## config.mk

```make
export PLATFORM = sky130hd
export DESIGN_NAME = seq_pattern_detector
export DESIGN_NICKNAME = d
export VERILOG_FILES = /design/src/rtl/seq_pattern_detector.sv
export SDC_FILE = /design/constraint.sdc
export NUM_CORES = 1
export LEC_CHECK = 0
export BUFFER_PORTS_ARGS = -buffer_cell sky130_fd_sc_hd__buf_4
export CORE_MARGIN = 1
export CORE_UTILIZATION = 58
export CTS_BUF_LIST = sky130_fd_sc_hd__clkbuf_4
export CTS_CLUSTER_SIZE = 16
export DETAILED_ROUTE_END_ITERATION = 8
export PLACE_DENSITY = 0.82
export SYNTH_ARGS = -nofsm -noshare
export SYNTH_HDL_FRONTEND = slang
export SYNTH_SLANG_ARGS = --single-unit
```

## constraint.sdc

```tcl
create_clock -name clk -period 3.25 [get_ports clk]
set_input_delay 0.8125 -clock clk [delete_from_list [all_inputs] [get_ports clk]]
set_output_delay 0.8125 -clock clk [all_outputs]
set_load 0.03 [all_outputs]
```

## src/rtl/seq_pattern_detector.sv

```systemverilog
// Serial bit-pattern detector with a runtime-programmable pattern of 1..MAX_LEN bits,
// overlapping or non-overlapping matching, a registered match pulse and a saturating match counter.
module seq_pattern_detector #(
  parameter int                 MAX_LEN     = 8,
  parameter int                 CNT_W       = 8,
  parameter logic [MAX_LEN-1:0] DEF_PATTERN = MAX_LEN'(8'b0000_1010),
  parameter int                 DEF_LEN     = 4,
  parameter bit                 DEF_OVERLAP = 1'b1
) (
  input  logic                      clk,
  input  logic                      resetn,
  input  logic                      din_valid,
  input  logic                      din,
  input  logic                      cfg_load,
  input  logic [MAX_LEN-1:0]        cfg_pattern,
  input  logic [$clog2(MAX_LEN):0]  cfg_len,
  input  logic                      cfg_overlap,
  input  logic                      cnt_clr,
  output logic                      dout,
  output logic [CNT_W-1:0]          match_count,
  output logic                      count_sat
);

  localparam int LEN_W = $clog2(MAX_LEN) + 1;
  localparam logic [LEN_W-1:0] FILL_MAX = LEN_W'(MAX_LEN);

  // Out-of-range lengths are stored as 0, which disables matching.
  function automatic logic [LEN_W-1:0] legal_len(input logic [LEN_W-1:0] len);
    return (len == '0 || len > FILL_MAX) ? '0 : len;
  endfunction

  localparam logic [LEN_W-1:0] DEF_LEN_Q = legal_len(LEN_W'(DEF_LEN));

  logic [MAX_LEN-1:0] r_pattern;
  logic [LEN_W-1:0]   r_len;
  logic               r_overlap;
  logic [MAX_LEN-1:0] r_hist;
  logic [LEN_W-1:0]   r_fill;
  logic               r_dout;
  logic [CNT_W-1:0]   r_match_count;
  logic               r_count_sat;

  logic [MAX_LEN-1:0] w_hist_next;
  logic [LEN_W-1:0]   w_fill_next;
  logic [MAX_LEN-1:0] w_mask;
  logic               w_match;
  logic [CNT_W-1:0]   w_cnt_next;

  // NOTE: every signal written here gets a default first so no path leaves it unassigned (no latch).
  always_comb begin
    w_hist_next = {r_hist[MAX_LEN-2:0], din};
    w_fill_next = (r_fill == FILL_MAX) ? r_fill : r_fill + 1'b1;
    w_mask      = '0;
    for (int i = 0; i < MAX_LEN; i++) begin
      w_mask[i] = (LEN_W'(i) < r_len);
    end

    // A match needs enough bits since the last clear and the newest len bits equal to the pattern.
    w_match = din_valid && !cfg_load && (r_len != '0) && (w_fill_next >= r_len) &&
              (((w_hist_next ^ r_pattern) & w_mask) == '0);

    w_cnt_next = r_match_count;
    if (cnt_clr) begin
      w_cnt_next = '0;
    end else if (w_match && !(&r_match_count)) begin
      w_cnt_next = r_match_count + 1'b1;
    end
  end

  // NOTE: state uses non-blocking assignments; reset is sampled on the clock edge (synchronous).
  always_ff @(posedge clk) begin
    if (!resetn) begin
      r_pattern     <= DEF_PATTERN;
      r_len         <= DEF_LEN_Q;
      r_overlap     <= DEF_OVERLAP;
      r_hist        <= '0;
      r_fill        <= '0;
      r_dout        <= 1'b0;
      r_match_count <= '0;
      r_count_sat   <= 1'b0;
    end else begin
      r_dout        <= w_match;
      r_match_count <= w_cnt_next;
      r_count_sat   <= &w_cnt_next;
      if (cfg_load) begin
        r_pattern <= cfg_pattern;
        r_len     <= legal_len(cfg_len);
        r_overlap <= cfg_overlap;
        r_hist    <= '0;
        r_fill    <= '0;
      end else if (din_valid) begin
        r_hist <= w_hist_next;
        r_fill <= (w_match && !r_overlap) ? '0 : w_fill_next;
      end
    end
  end

  assign dout        = r_dout;
  assign match_count = r_match_count;
  assign count_sat   = r_count_sat;

endmodule
```

==> impl_metrics.yaml, run 1 <==
hold_path:
  hold_path.class: "flip-flop to flip-flop"
worst_setup_path:
  critical-path-top-delay-family: "simple AND/OR/NAND/NOR gates"
  crit_path_end_kind: "flip-flop"
  cp-start-kind: "flip-flop"
  slowest_stage: "or4_1"
  cp.arrival_ns: 3.27
  critPathKind: "flip-flop to flip-flop"
  critPathBufInv: 2
  cp.required_ns: 3.50
  crit_fanout: 5
  slowest_delay_ns: 0.53
  crit_chain: "inv_1 > ha_1 > nand3_1 > xnor2_1 > inv_1 > ha_1 > o21ai_0 > a221oi_2 > nand4_4 > or4_1 > mux2i_1 > nor4b_1"
detailed_routing:
  drt-total-wl_um: 3770
  drc: 0
  via_per_inst: 5.69
  avgRoutedWirePerCell_um: 14.6
  dr.pass1.iters: 4
  dr_total_vias: 1469
  drt_iter0_drc: 68
  antenna_left: 0
finish:
  fin_area_mm2: 0.00207
  finalNonFillerCells: 258
  nNetsFinal: 252
  post-route-util_pct: 74.4
  n_antenna_cell: 0
  synthToLayoutAreaGrowth_pct: 19.9
  drive_gt1_share_pct: 21.1
clock_tree:
  clock-sinks: 34
  clk-insertion-delay-late_ns: 0.34
  cts_setup_buffers: 0
  clock_path_buffers: 2
  hold_buffers: 0
  post_cts_resized: 0
  cts_made_buffers: 5
  cts_tree: "done"
  h-tree-depth: 2
  clk_pin_slew_ns: 0.11
  clock-root-buffer: "clkbuf_4"
yosys:
  synthArstFlopShare_pct: 0
  yosys.area.top_type: "dfxtp_1"
  synthDistinctLibCells: 40
  synth_area_leaders: "dfxtp_1 39%, mux2i_1 11%, nor2_1 7.0%"
  synth_nets: 218
  netlist_area_mm2: 0.00173
  synth-main-ff-cell: "dfxtp_1"
  synth_top_area_share_pct: 39.4
  synth_enable_flop_cells: 0
  postSynthCellCount: 192
  ys_warn_count: 0
  yosys_register_bits: 34
  synth.yosys.seq_area_share_pct: 39.4
  avgSynthCellArea_um2: 8.99
place:
  placed_cells: 247
  dpl-instance-area_mm2: 0.00196
  portBuffers: 28
  dp_hpwl_um: 2700
  pre_cts_slack_ns: 0.231
  gp_congestion: 0.902
timing:
  hold_viol: 0
  setup_viol: 0
  fin_crit_sh_pct: 93.1
  grt_setup_unrepaired: "no"
  maxSlewViolCount: 0
  whs_ns: 0.493
  fmax_mhz: 330
  tightestPinTransition_ns: 0.468
  setup_ws_ns: 0.223
  max-slew-margin-rel_pct: 68.8
  skew_ns: 0.0109
  setup-tns-final_ns: 0
  period_minus_slack_ns: 3.03
floorplanning:
  io_pins: 29
  initial_core_util_pct: 62.1
  core_mm2: 0.00278
  rows: 19
  die_w_um: 56.6
  die-area_mm2: 0.00320
  die_y_um: 56.6
grt:
  overflow: 0
  grt_max_degree: 18
  grt_pass1_wl_um: 6030
  antenna_found_initial: 0
  grt_pass1_vias: 1349
  grt_usage_pct: 25.2
job:
  max_cap_violations: 0
power:
  p_total_mw: 0.840
  leakage_nw: 0.845
  power_density_mw_per_mm2: 406
  irDropWorstVdd_mv: 0.548
outcome:
  status: "complete, no violations"
[final cells by class]
cell class / count / area (µm²)
repair buffers: 32 / 240
clock inverters: 3 / 45.0
multi-input cells: 139 / 975
fillers: 206 / 712
inverters: 14 / 52.6
flip-flops and latches: 34 / 681
well taps: 31 / 38.8
clock buffers: 5 / 37.5
[Yosys cell counts, types with 2 or more instances]
master and n:
nand3b_1 5, buf_1 2, inv_1 12, nand3_1 7, dfxtp_1 34, nand2_1 9
xnor2_1 12, ha_1 7, o21ai_0 3, nor4b_1 2, clkbuf_1 3, a2bb2oi_1 3
nand2b_1 3, nor3_2 2, or3_1 3, xor2_1 2, o21a_1 3, mux2i_1 19
nor2_1 32, o22ai_1 3, a31oi_1 2, a21oi_1 6
[worst register-to-register path, cell delays in order, from the launching register on]
cell and delay [ns]:
dfxtp_1 0.34, inv_1 0.12, ha_1 0.19, nand3_1 0.10, xnor2_1 0.21, inv_1 0.07
ha_1 0.26, o21ai_0 0.10, a221oi_2 0.39, nand4_4 0.16, or4_1 0.53, mux2i_1 0.16
nor4b_1 0.29
[cell families (layout without fill, tap and decap cells)]
family,count (synthesis),count (layout),share of synthesized area (%)
simple gates,71,71,21.2
compound gates,28,28,12.0
fa+ha+maj,7,7,5.07
mux,19,19,11.0
buf+inv,19,54,4.13
flops,34,34,39.4
xor+xnor,14,14,7.10
[layout by cell type (no fill, tap or decap), types with 5 or more instances in the layout]
cell type and count:
nor2_1 32, ha_1 7, mux2i_1 19, nand3b_1 5
buf_4 32, a21oi_1 6, nand2_1 9, inv_1 12
xnor2_1 12, nand3_1 7, dfxtp_1 34, clkbuf_4 5
[final timing paths]
| path | slack (ns) | start | depth (start not counted) | endpoint |
|---|---|---|---|---|
| worst max-delay path | 0.22 | r_fill[0]$_SDFFE_PP0P_ | 12 | count_sat$_SDFF_PN0_ |
| worst min-delay path | 0.49 | r_overlap$_SDFFE_PN1P_ | 2 | r_overlap$_SDFFE_PN1P_ |
| worst max register to register | 0.22 | r_fill[0]$_SDFFE_PP0P_ | 12 | count_sat$_SDFF_PN0_ |
| worst min register to register | 0.49 | r_overlap$_SDFFE_PN1P_ | 2 | r_overlap$_SDFFE_PN1P_ |
[layer usage]
| metal | global-route usage, % | up-vias | routed length (µm) |
|---|---|---|---|
| li1 | - | 732 | - |
| met1 | 31.5 | 686 | 1690 |
| met2 | 39.3 | 39 | 1800 |
| met3 | 7.14 | 12 | 176 |
| met4 | 13.2 | 0 | 105 |
| met5 | 0 | - | 0 |
[registers in the layout, summed over array words and instances, names as in the netlist]
| register | cells |
|---|---|
| r_hist | 7 |
| r_overlap | 1 |
| r_pattern | 8 |
| count_sat | 1 |
| match_count | 8 |
| r_fill | 4 |
| dout | 1 |
| r_len | 4 |
[power by group]
part	internal [mW]	switching [mW]
clock	0.161	0.152
combinational	0.0457	0.0447
sequential	0.427	0.00892
total	0.634	0.206
No activity file was read; power rests on OpenSTA's default activity.
==> inputs of run 2 (changes only) <==
Settings changed: CORE_ASPECT_RATIO from default to 0.9.
Clock period 3.25 ns to 3 ns, I/O delays scaled along.
==> impl_metrics.yaml, run 2 (synthesized netlist as in run 1, its figures left out) <==
finish:
  fin_area_mm2: 0.00205
  n_antenna_cell: 0
  post-route-util_pct: 73.4
  fillers: 225
  drive_gt1_share_pct: 21.3
  final_common_cell: "dfxtp_1"
  final_cell_mix: "34 x dfxtp_1, 32 x nor2_1, 30 x buf_4"
  nNetsFinal: 250
  synthToLayoutAreaGrowth_pct: 18.7
  finalNonFillerCells: 265
timing:
  period_minus_slack_ns: 2.83
  skew_ns: 0.0105
  whs_ns: 0.491
  setup-tns-final_ns: 0
  max-slew-margin-rel_pct: 71.6
  tightestPinTransition_ns: 0.426
  fmax_mhz: 353
  fin_crit_sh_pct: 94.4
  grt_setup_unrepaired: "no"
  maxSlewViolCount: 0
  hold_viol: 0
  setup_ws_ns: 0.169
  setup_viol: 0
clock_tree:
  cts_made_buffers: 5
  hold_buffers: 0
  clock-root-buffer: "clkbuf_4"
  clk_pin_slew_ns: 0.10
  clk-insertion-delay-late_ns: 0.34
  clock_path_buffers: 2
  cts_tree: "done"
  h-tree-depth: 2
  clock-sinks: 34
grt:
  antenna_found_initial: 0
  grt_usage_pct: 25.6
  grt_max_degree: 19
  grt_pass1_wl_um: 5910
  grt_pass1_vias: 1337
  overflow: 0
power:
  power_density_mw_per_mm2: 398
  p_total_mw: 0.817
  irDropWorstVdd_mv: 0.257
  leakage_nw: 0.844
floorplanning:
  initial_core_util_pct: 61.8
  io_pins: 29
  die-area_mm2: 0.00320
  core_mm2: 0.00279
  rows: 18
  die_w_um: 59.5
  die_y_um: 53.8
detailed_routing:
  via_per_inst: 5.54
  avgRoutedWirePerCell_um: 14.1
  drt_iter0_drc: 121
  dr.pass1.iters: 4
  antenna_left: 0
  drc: 0
  dr_total_vias: 1468
  drt-total-wl_um: 3730
worst_setup_path:
  crit_start: "r_fill[0]$_SDFFE_PP0P_"
  r2r_slack_ns: 0.17
  ff2ff_path_depth: 12
  cp.required_ns: 3.25
  r2r-end: "count_sat$_SDFF_PN0_"
  crit_fanout: 3
  endpoint: "count_sat$_SDFF_PN0_"
  crit_path_end_kind: "flip-flop"
  cp.arrival_ns: 3.09
  critPathKind: "flip-flop to flip-flop"
  cp-start-kind: "flip-flop"
  rr_startpoint: "r_fill[0]$_SDFFE_PP0P_"
place:
  pre_cts_slack_ns: 0.184
  dp_hpwl_um: 2850
  dpl-instance-area_mm2: 0.00198
  gp_congestion: 0.932
  placed_cells: 256
  portBuffers: 28
outcome:
  status: "complete, no violations"
hold_path:
  hold_path.class: "flip-flop to flip-flop"
job:
  max_cap_violations: 0
-- run 2: changes by cell type in the layout (fill, tap and decap cells not counted), sizes merged --
cell	change
bufinv	-1
clkinvlp	-2
clkbuf	+1
clkinv	+2
buf	-2
-- run 2: timing repair --
action / in CTS / in global routing
setup buffers: 0 / 1
setup endpoints to repair: 0 / 1
resized for setup: 0 / 3
-- run 2: critical path, stage by stage, from the launching register on --
cell      delay (ns)
dfxtp_1         0.35
inv_2           0.09
ha_1            0.19
nand3_2         0.10
xnor2_2         0.19
inv_1           0.06
ha_1            0.26
o21ai_0         0.10
a221oi_2        0.39
nand4_4         0.13
or4_1           0.50
mux2i_1         0.15
nor4b_1         0.23
-- run 2: routing by layer --
layer  vias up  part of all wire, %  wire [µm]  GRT usage, %
li1        725                    -          -             -
met5         -                    0          0             0
met4         0                  1.2         44          10.5
met1       690                   47       1750          33.4
met3         7                  5.6        210          7.69
met2        46                   46       1730          39.7
-- run 2: area by class of cell --
cell class                      instances  area (µm²)  share of cell area [%]
Clock buffer                            6        45.0                    2.20
Timing Repair Buffer                   30         225                    11.0
Sequential cell                        34         681                    33.2
Multi-Input combinational cell        139         987                    48.2
Clock inverter                          2        8.76                   0.427
Tap cell                               40        50.0                    2.44
Inverter                               14        52.6                    2.56
-- run 2: worst min-delay path by stage --
stage | startpoint | to | slack (ns) | cells after the start
after global placement | r_overlap$_SDFFE_PN1P_ | r_overlap$_SDFFE_PN1P_ | 0.46 | 2
final | r_overlap$_SDFFE_PN1P_ | r_overlap$_SDFFE_PN1P_ | 0.49 | 2
after global routing | r_overlap$_SDFFE_PN1P_ | r_overlap$_SDFFE_PN1P_ | 0.52 | 2
after detailed placement | r_overlap$_SDFFE_PN1P_ | r_overlap$_SDFFE_PN1P_ | 0.47 | 2
after floorplan | r_overlap$_SDFFE_PN1P_ | r_overlap$_SDFFE_PN1P_ | 0.44 | 2
after CTS | r_overlap$_SDFFE_PN1P_ | r_overlap$_SDFFE_PN1P_ | 0.50 | 2
-- run 2: power breakdown --
group          total (mW)  switching [mW]  leakage (nW)  internal (mW)
clock               0.248           0.151        0.0331         0.0970
sequential          0.473          0.0109         0.277          0.462
combinational      0.0960          0.0467         0.534         0.0492
